--- config.mk ---
export PLATFORM = sky130hd
export DESIGN_NAME = snes_poll_master
export DESIGN_NICKNAME = d
export VERILOG_FILES = /design/src/rtl/snes_pkg.sv /design/src/rtl/snes_poll_capture.sv /design/src/rtl/snes_poll_master.sv
export SDC_FILE = /design/constraint.sdc
export NUM_CORES = 1
export LEC_CHECK = 0
export CAP_MARGIN = 20
export CORE_MARGIN = 4
export CORE_UTILIZATION = 35
export DETAILED_ROUTE_END_ITERATION = 8
export SYNTH_ARGS = -nofsm -noshare
export SYNTH_HDL_FRONTEND = slang
export SYNTH_SLANG_ARGS = --single-unit
--- constraint.sdc ---
create_clock -name sys_clk -period 2.9 [get_ports sys_clk]
set_input_delay 0.435 -clock sys_clk [delete_from_list [all_inputs] [get_ports sys_clk]]
set_output_delay 0.435 -clock sys_clk [all_outputs]
set_load 0.005 [all_outputs]
--- src/rtl/snes_pkg.sv ---
// Shared types, default timing and sizing helpers for the SNES/NES poll master.
package snes_pkg;

  typedef enum logic [2:0] {
    StIdle,
    StLatch,
    StGap,
    StClkLo,
    StClkHi,
    StDone
  } state_e;

  localparam int unsigned DefLatchPeriodCyc = 800000;
  localparam int unsigned DefLatchWidthCyc  = 576;
  localparam int unsigned DefHalfClkCyc     = 288;
  localparam int unsigned DefNumBits        = 16;

  localparam int unsigned DefPeriodW = $clog2(DefLatchPeriodCyc);
  localparam int unsigned DefWidthW  = $clog2(DefLatchWidthCyc);
  localparam int unsigned DefHalfW   = $clog2(DefHalfClkCyc);
  localparam int unsigned DefBitsW   = $clog2(DefNumBits);

  // Bits needed for a counter running 0 .. n-1 (never narrower than 1).
  function automatic int unsigned cnt_w(input int unsigned n);
    return (n <= 2) ? 1 : $clog2(n);
  endfunction

  function automatic int unsigned poll_len(input int unsigned width_cyc,
                                           input int unsigned half_cyc,
                                           input int unsigned num_bits);
    return width_cyc + half_cyc * (1 + 2 * num_bits);
  endfunction

endpackage

--- src/rtl/snes_poll_capture.sv ---
// One controller data line: 2FF synchroniser, sample shift register and committed capture word.
module snes_poll_capture #(
  parameter int unsigned NUM_BITS = 16
) (
  input  logic                sys_clk,
  input  logic                rst,
  input  logic                d_i,
  input  logic                sample_i,
  input  logic                commit_i,
  output logic [NUM_BITS-1:0] cap_o
);

  logic [1:0]          sync_q;
  logic [NUM_BITS-1:0] shift_q;
  logic [NUM_BITS-1:0] cap_q;

  // Right shift so the first sample of a poll ends up in bit 0 after NUM_BITS samples.
  always_ff @(posedge sys_clk or posedge rst) begin
    if (rst) begin
      sync_q  <= '0;
      shift_q <= '0;
      cap_q   <= '0;
    end else begin
      sync_q <= {sync_q[0], d_i};
      if (sample_i) begin
        shift_q <= {sync_q[1], shift_q[NUM_BITS-1:1]};
      end
      if (commit_i) begin
        cap_q <= shift_q;
      end
    end
  end

  assign cap_o = cap_q;

endmodule

--- src/rtl/snes_poll_master.sv ---
// Console-side SNES/NES poller: latch and serial clock generation, optional data capture.
// Capture path is built only when SNES_POLL_CAPTURE_EN is defined.
module snes_poll_master
  import snes_pkg::*;
#(
  parameter int unsigned LATCH_PERIOD_CYC = DefLatchPeriodCyc,
  parameter int unsigned LATCH_WIDTH_CYC  = DefLatchWidthCyc,
  parameter int unsigned HALF_CLK_CYC     = DefHalfClkCyc,
  parameter int unsigned NUM_BITS         = DefNumBits,
  parameter int unsigned NUM_CH           = 3
) (
  input  logic                       sys_clk,
  input  logic                       rst,
  input  logic                       enable,
  input  logic                       free_run,
  input  logic                       start,
  input  logic [NUM_CH-1:0]          d_in,
  output logic                       snes_lat,
  output logic                       snes_clk,
  output logic                       busy,
  output logic                       done,
  output logic [NUM_CH*NUM_BITS-1:0] cap_data,
  output logic                       cap_valid,
  output logic [7:0]                 overrun
);

  localparam int unsigned PhaseMax = (LATCH_WIDTH_CYC > HALF_CLK_CYC) ? LATCH_WIDTH_CYC
                                                                       : HALF_CLK_CYC;
  localparam int unsigned TmrW = cnt_w(LATCH_PERIOD_CYC);
  localparam int unsigned PhW  = cnt_w(PhaseMax);
  localparam int unsigned BitW = cnt_w(NUM_BITS);

  localparam logic [TmrW-1:0] TmrLast   = TmrW'(LATCH_PERIOD_CYC - 1);
  localparam logic [PhW-1:0]  LatchLast = PhW'(LATCH_WIDTH_CYC - 1);
  localparam logic [PhW-1:0]  HalfLast  = PhW'(HALF_CLK_CYC - 1);
  localparam logic [BitW-1:0] BitLast   = BitW'(NUM_BITS - 1);

  if (LATCH_PERIOD_CYC <= poll_len(LATCH_WIDTH_CYC, HALF_CLK_CYC, NUM_BITS)) begin : g_bad_period
    $error("LATCH_PERIOD_CYC must exceed the poll length");
  end
  if (HALF_CLK_CYC < 4) begin : g_bad_half
    $error("HALF_CLK_CYC must be at least 4");
  end

  state_e          state_q;
  logic [TmrW-1:0] tmr_q;
  logic [PhW-1:0]  ph_q;
  logic [BitW-1:0] bit_q;
  logic            free_run_q;
  logic            lat_q;
  logic            sclk_q;
  logic            busy_q;
  logic            done_q;
  logic [7:0]      ovr_q;
  logic            trigger;

  assign trigger = enable & (free_run ? (tmr_q == TmrLast) : start);

  // Period timer: held at 0 while disabled, restarted whenever the trigger mode changes.
  always_ff @(posedge sys_clk or posedge rst) begin
    if (rst) begin
      tmr_q      <= '0;
      free_run_q <= 1'b0;
    end else begin
      free_run_q <= free_run;
      if (!enable || (free_run != free_run_q) || (tmr_q == TmrLast)) begin
        tmr_q <= '0;
      end else begin
        tmr_q <= tmr_q + TmrW'(1);
      end
    end
  end

  always_ff @(posedge sys_clk or posedge rst) begin
    if (rst) begin
      state_q <= StIdle;
      ph_q    <= '0;
      bit_q   <= '0;
      lat_q   <= 1'b0;
      sclk_q  <= 1'b1;
      busy_q  <= 1'b0;
      done_q  <= 1'b0;
      ovr_q   <= '0;
    end else begin
      done_q <= 1'b0;
      if (trigger && (state_q != StIdle) && (ovr_q != 8'hFF)) begin
        ovr_q <= ovr_q + 8'd1;
      end
      unique case (state_q)
        StIdle: begin
          if (trigger) begin
            lat_q   <= 1'b1;
            busy_q  <= 1'b1;
            ph_q    <= '0;
            state_q <= StLatch;
          end
        end
        StLatch: begin
          if (ph_q == LatchLast) begin
            lat_q   <= 1'b0;
            ph_q    <= '0;
            state_q <= StGap;
          end else begin
            ph_q <= ph_q + PhW'(1);
          end
        end
        StGap: begin
          if (ph_q == HalfLast) begin
            sclk_q  <= 1'b0;
            ph_q    <= '0;
            bit_q   <= '0;
            state_q <= StClkLo;
          end else begin
            ph_q <= ph_q + PhW'(1);
          end
        end
        StClkLo: begin
          if (ph_q == HalfLast) begin
            sclk_q  <= 1'b1;
            ph_q    <= '0;
            state_q <= StClkHi;
          end else begin
            ph_q <= ph_q + PhW'(1);
          end
        end
        StClkHi: begin
          if (ph_q == HalfLast) begin
            ph_q <= '0;
            if (bit_q == BitLast) begin
              done_q  <= 1'b1;
              state_q <= StDone;
            end else begin
              bit_q   <= bit_q + BitW'(1);
              sclk_q  <= 1'b0;
              state_q <= StClkLo;
            end
          end else begin
            ph_q <= ph_q + PhW'(1);
          end
        end
        StDone: begin
          busy_q  <= 1'b0;
          state_q <= StIdle;
        end
        default: state_q <= StIdle;
      endcase
    end
  end

  assign snes_lat = lat_q;
  assign snes_clk = sclk_q;
  assign busy     = busy_q;
  assign done     = done_q;
  assign overrun  = ovr_q;

`ifdef SNES_POLL_CAPTURE_EN
  logic sample;
  logic commit;
  logic cap_valid_q;

  // The final pulse's high phase carries no new bit; its end commits the word instead.
  assign sample = ((state_q == StGap) && (ph_q == HalfLast)) ||
                  ((state_q == StClkHi) && (ph_q == HalfLast) && (bit_q != BitLast));
  assign commit = (state_q == StClkHi) && (ph_q == HalfLast) && (bit_q == BitLast);

  for (genvar c = 0; c < NUM_CH; c++) begin : g_ch
    snes_poll_capture #(
      .NUM_BITS(NUM_BITS)
    ) u_cap (
      .sys_clk (sys_clk),
      .rst     (rst),
      .d_i     (d_in[c]),
      .sample_i(sample),
      .commit_i(commit),
      .cap_o   (cap_data[c*NUM_BITS +: NUM_BITS])
    );
  end

  always_ff @(posedge sys_clk or posedge rst) begin
    if (rst) begin
      cap_valid_q <= 1'b0;
    end else if (commit) begin
      cap_valid_q <= 1'b1;
    end
  end

  assign cap_valid = cap_valid_q;
`else
  logic unused_d_in;

  assign unused_d_in = ^d_in;
  assign cap_data    = '0;
  assign cap_valid   = 1'b0;
`endif

endmodule

==> flow_metrics.tcl, run 1 <==
set metrics [dict create \
    ir_drop_mv 0.153 \
    grt_pass1_wl_um 8870 \
    slew_headroom 0.491 \
    post-dp-hpwl_um 3870 \
    hp-class "in -> async" \
    cts_buffer_depth 2 \
    clk_pin_slew_worst_paths_ns 0.09 \
    cp.required_ns 3.09 \
    path_class "reg -> reg" \
    power_w 0.00142 \
    r2r_cells 6 \
    dieArea_sq_um 9770 \
    timing.final.max_slew_violations 0 \
    nets 338 \
    synth_cell_type_count 47 \
    post-cts-setup-buffer-count 0 \
    rrSetupSlack_ns 0.55 \
    postCtsHoldBufs 0 \
    routed_wl_um 5280 \
    grt_pass1_vias 1938 \
    die_h_um 98.9 \
    arrival_ns 2.54 \
    final.setup.worst_slack_ns 0.550 \
    drive_gt1_frac 0.0550 \
    endpoint_kind "flip-flop" \
    setup_viol 0 \
    avgRoutedWirePerCell_um 12.3 \
    cp_slowest_cell "or4_4" \
    synth_top_area_frac 0.424 \
    fin_skew_ns 0.00592 \
    synth_edf_count 0 \
    cp_max_fo 15 \
    grt_max_degree 23 \
    diodes 0 \
    ys_ff_latch 50 \
    portBuffers 16 \
    async_flop_share 1.00 \
    synth_warnings 0 \
    leakage_nw 1.41 \
    core_sq_um 7890 \
    synth.area.top_cells "dfrtp_1 42%, buf_4 13%, xnor2_1 4.9%" \
    htreeDepth 2 \
    avgViaCountPerCell 4.60 \
    drc 0 \
    antenna_left 0 \
    antenna_found_initial 0 \
    path_cells "ha_1 > nand4_1 > or4_4 > a22o_1 > and3_1 > a221o_1" \
    drv_cap 0 \
    synth_flop_cell "dfrtp_1" \
    period_share 0.810 \
    syn_area_sq_um 2890 \
    ys_seq_area_frac 0.434 \
    fin_util 0.392 \
    num_vias 1973 \
    grt-ovfl-total 0 \
    critPathLaunchType "flip-flop" \
    insertion_delay_ns 0.30 \
    syn_inst 308 \
    grt_util_all_layers 0.109 \
    ios 69 \
    final_cell_mix "49 x conb_1, 49 x dfrtp_1, 30 x nor2_1" \
    cts_buffers 5 \
    area_growth_pct 7.02 \
    cts_resized 0 \
    cts_root_buf "clkbuf_8" \
    final.setup.tns_ns 0 \
    pre_cts_slack_ns 0.500 \
    cts_tree "done" \
    dr.pass1.iters 4 \
    synth_top_area_cell "dfrtp_1" \
    initial_utilization 0.366 \
    clock.fmax_mhz 426 \
    clkSinkCount 50 \
    placementRows 32 \
    power_density_nw_per_um2 460 \
    drt_iter0_markers 90 \
    synth_area_per_cell_sq_um 9.38 \
    gp_congestion 0.779 \
    grt_setup_unrepaired "false" \
    hold_viol_final 0 \
    status "completed" \
    die_x_um 98.9 \
    crit_path_max_incr_delay_ns 0.56 \
    worst_slew_pin_slew_ns 0.753 \
    finalCriticalPeriod_ns 2.35 \
]
==> worst max-delay path: cells and delay by family, from the launching register on <==
family                     cells  cell delay (ns)
DFF                            1             0.42
and+or+nand+nor                3             0.92
AOI/OAI and AO/OA              2             0.65
adders and majority gates      1             0.24
==> area by class of cell <==
| type | instances | area (sq um) |
|---|---|---|
| clock buffer | 8 | 110 |
| tap | 102 | 128 |
| timing repair buffer | 19 | 183 |
| fill | 782 | 4800 |
| multi-input combinational | 242 | 1390 |
| sequential | 50 | 1250 |
| inverter | 8 | 30.0 |
==> power breakdown <==
group | leakage [nW] | switching (W) | total (W) | internal, W
sequential | 0.653 | 0.0000398 | 0.000771 | 0.000731
clock | 0.0575 | 0.000230 | 0.000471 | 0.000241
combinational | 0.697 | 0.0000818 | 0.000179 | 0.0000971
==> metal layers <==
metal	part of all wire	GRT usage	vias up	routed length (um)
li1	-	-	1000	-
met2	0.48	0.178	30	2530
met5	0	0	-	0
met4	0.012	0.0315	0	61
met1	0.47	0.144	936	2510
met3	0.035	0.0241	7	185
==> cell families (layout without fill, tap and decap cells) <==
group,Yosys count,after routing,synth area share
xor gates and xnor gates,26,26,0.0788
muxes,3,3,0.0113
AOI/OAI and AO/OA,43,43,0.0974
adders and majority gates,4,4,0.0173
other,1,49,0.00130
buffers and inverters,64,35,0.148
DFF,50,50,0.434
and+or+nand+nor,117,117,0.212
==> Yosys cell counts, types with 4 or more instances <==
master,n
buf_4,49
dfrtp_1,49
nor2_1,30
nand3_1,17
nand2_1,16
xnor2_1,16
a21oi_1,11
nand4_1,11
o21ai_0,11
xor2_1,10
and3_1,9
inv_1,8
nor3_1,7
nand2b_1,6
a22o_1,4
clkbuf_1,4
ha_1,4
==> flip-flops by register name, summed over array words and instances, names as in the netlist <==
signal      flops
busy            1
tmr_q          20
ph_q           10
done            1
snes_clk        1
free_run_q      1
bit_q           4
snes_lat        1
overrun         8
state_q         3
==> worst paths after layout <==
kind / to / from
max: ph_q[3]$_DFFE_PP0P_ / ph_q[0]$_DFFE_PP0P_
min: tmr_q[15]$_DFF_PP0_ / rst
max reg2reg: ph_q[3]$_DFFE_PP0P_ / ph_q[0]$_DFFE_PP0P_
min reg2reg: tmr_q[0]$_DFF_PP0_ / tmr_q[0]$_DFF_PP0_
max in group asynchronous: snes_clk$_DFFE_PP1P_ / rst
min in group sys_clk: tmr_q[0]$_DFF_PP0_ / tmr_q[0]$_DFF_PP0_
==> metrics by stage <==
stage	hold slack [ns]	instances	instance area, sq um
6_report	0.452	429	3090
3_5_place_dp	0.473	421	2980
5_1_grt	0.498	429	3090
3_3_place_gp	0.461	421	2980
2_1_floorplan	0.435	356	3070
4_1_cts	0.477	429	3090
(Power assumes the default switching activity.)
==> inputs of run 2 (changes only) <==
==> constraint.sdc (replaced) <==
create_clock -name sys_clk -period 2.2 [get_ports sys_clk]
set_input_delay 0.33 -clock sys_clk [delete_from_list [all_inputs] [get_ports sys_clk]]
set_output_delay 0.33 -clock sys_clk [all_outputs]
set_load 0.005 [all_outputs]
==> flow_metrics.tcl, run 2 (same netlist as run 1, synthesis figures left out) <==
set metrics [dict create \
    critPathLaunchType "flip-flop" \
    diodes 0 \
    arrival_ns 2.27 \
    grt-ovfl-total 0 \
    avgRoutedWirePerCell_um 12.1 \
    wl_met2_um 2750 \
    wl_met1_um 2450 \
    gp_congestion 0.787 \
    power_density_nw_per_um2 556 \
    endpoint_kind "flip-flop" \
    clk_pin_slew_worst_paths_ns 0.09 \
    postCtsHoldBufs 0 \
    path_cells "ha_2 > nand4_1 > or4_4 > a22o_4 > and3_1 > a221o_1" \
    dp_cells 442 \
    grt_pass1_wl_um 9140 \
    die_h_um 98.9 \
    final_cell_mix "49 x conb_1, 49 x dfrtp_1, 30 x nor2_1" \
    num_vias 2038 \
    final.setup.tns_ns 0 \
    instances_no_fill 450 \
    status "completed" \
    nets 359 \
    cts_buffers 5 \
    drt_iter0_markers 47 \
    dr.pass1.iters 4 \
    cts_tree "done" \
    cts_root_buf "clkbuf_8" \
    cts_buffer_depth 2 \
    hold_viol_final 0 \
    leakage_nw 1.50 \
    antenna_found_initial 0 \
    placementRows 32 \
    crit_path_max_incr_delay_ns 0.55 \
    power_w 0.00181 \
    cp_slowest_cell "or4_4" \
    timing.final.max_slew_violations 0 \
    grt_pass1_vias 1991 \
    cts_resized 0 \
    largest_register_ffs 20 \
    area_growth_pct 12.9 \
    die_x_um 98.9 \
    ir_drop_mv 0.228 \
    wl_met3_um 196 \
    finalCriticalPeriod_ns 2.08 \
    drive_gt1_frac 0.121 \
    grt_setup_unrepaired "false" \
    hold_slack_ns 0.360 \
    grt_max_degree 30 \
    dr.max_layer_used "met4" \
    insertion_delay_ns 0.30 \
    path_class "reg -> reg" \
    setup_viol 0 \
    antenna_left 0 \
    ios 69 \
    clkSinkCount 50 \
    path_buf_inv 0 \
    grt_util_all_layers 0.113 \
    portBuffers 16 \
    crit_family "simple AND/OR/NAND/NOR gates" \
    post-cts-setup-buffer-count 0 \
    hp-class "in -> async" \
    htreeDepth 2 \
    avgViaCountPerCell 4.53 \
    clock.fmax_mhz 480 \
    fin_skew_ns 0.00484 \
    drv_cap 0 \
    routed_wl_um 5460 \
    period_share 0.947 \
    top_register "tmr_q" \
    post-dp-hpwl_um 4020 \
    drc 0 \
    cp_max_fo 8 \
    cp.required_ns 2.39 \
    core_sq_um 7890 \
    dieArea_sq_um 9770 \
    initial_utilization 0.366 \
]
## run 2: metal layers
metal  track usage  up-vias
li1              -     1045
met1         0.142      950
met2         0.192       37
met3        0.0248        6
met4        0.0399        0
met5             0        -
## run 2: final cells by class
| cell class | count | area, sq um |
|---|---|---|
| repair buffers | 40 | 353 |
| inverters | 8 | 30.0 |
| clock buffers | 7 | 86.3 |
| fillers | 793 | 4630 |
| well taps | 102 | 128 |
| clock inverters | 1 | 5.00 |
| multi-input cells | 242 | 1410 |
| flip-flops and latches | 50 | 1250 |
## run 2: metrics by stage
step	instance area (sq um)	setup slack, ns	util
CTS	3240	0.0477	0.411
global route	3260	0.0224	0.414
detailed placement	3150	0.101	0.400
global placement	3150	0.130	0.400
finish	3260	0.117	0.414
floorplan	3070	0.179	-
## run 2: worst paths after layout
kind / startpoint / to / slack, ns / depth (start not counted)
worst max register to register: ph_q[1]$_DFFE_PP0P_ / ph_q[3]$_DFFE_PP0P_ / 0.12 / 6
worst max-delay path: ph_q[1]$_DFFE_PP0P_ / ph_q[3]$_DFFE_PP0P_ / 0.12 / 6
worst min register to register: tmr_q[0]$_DFF_PP0_ / tmr_q[0]$_DFF_PP0_ / 0.48 / 1
max in group asynchronous: rst / tmr_q[7]$_DFF_PP0_ / 1.32 / 3
worst min-delay path: rst / ph_q[0]$_DFFE_PP0P_ / 0.36 / 2
min in group sys_clk: tmr_q[0]$_DFF_PP0_ / tmr_q[0]$_DFF_PP0_ / 0.48 / 1
## run 2: power breakdown
group / leakage (nW) / total (W) / internal [W] / switching [W]
clock: 0.0482 / 0.000556 / 0.000254 / 0.000301
sequential: 0.653 / 0.00102 / 0.000964 / 0.0000520
combinational: 0.802 / 0.000243 / 0.000135 / 0.000108
total: 1.50 / 0.00181 / 0.00135 / 0.000462
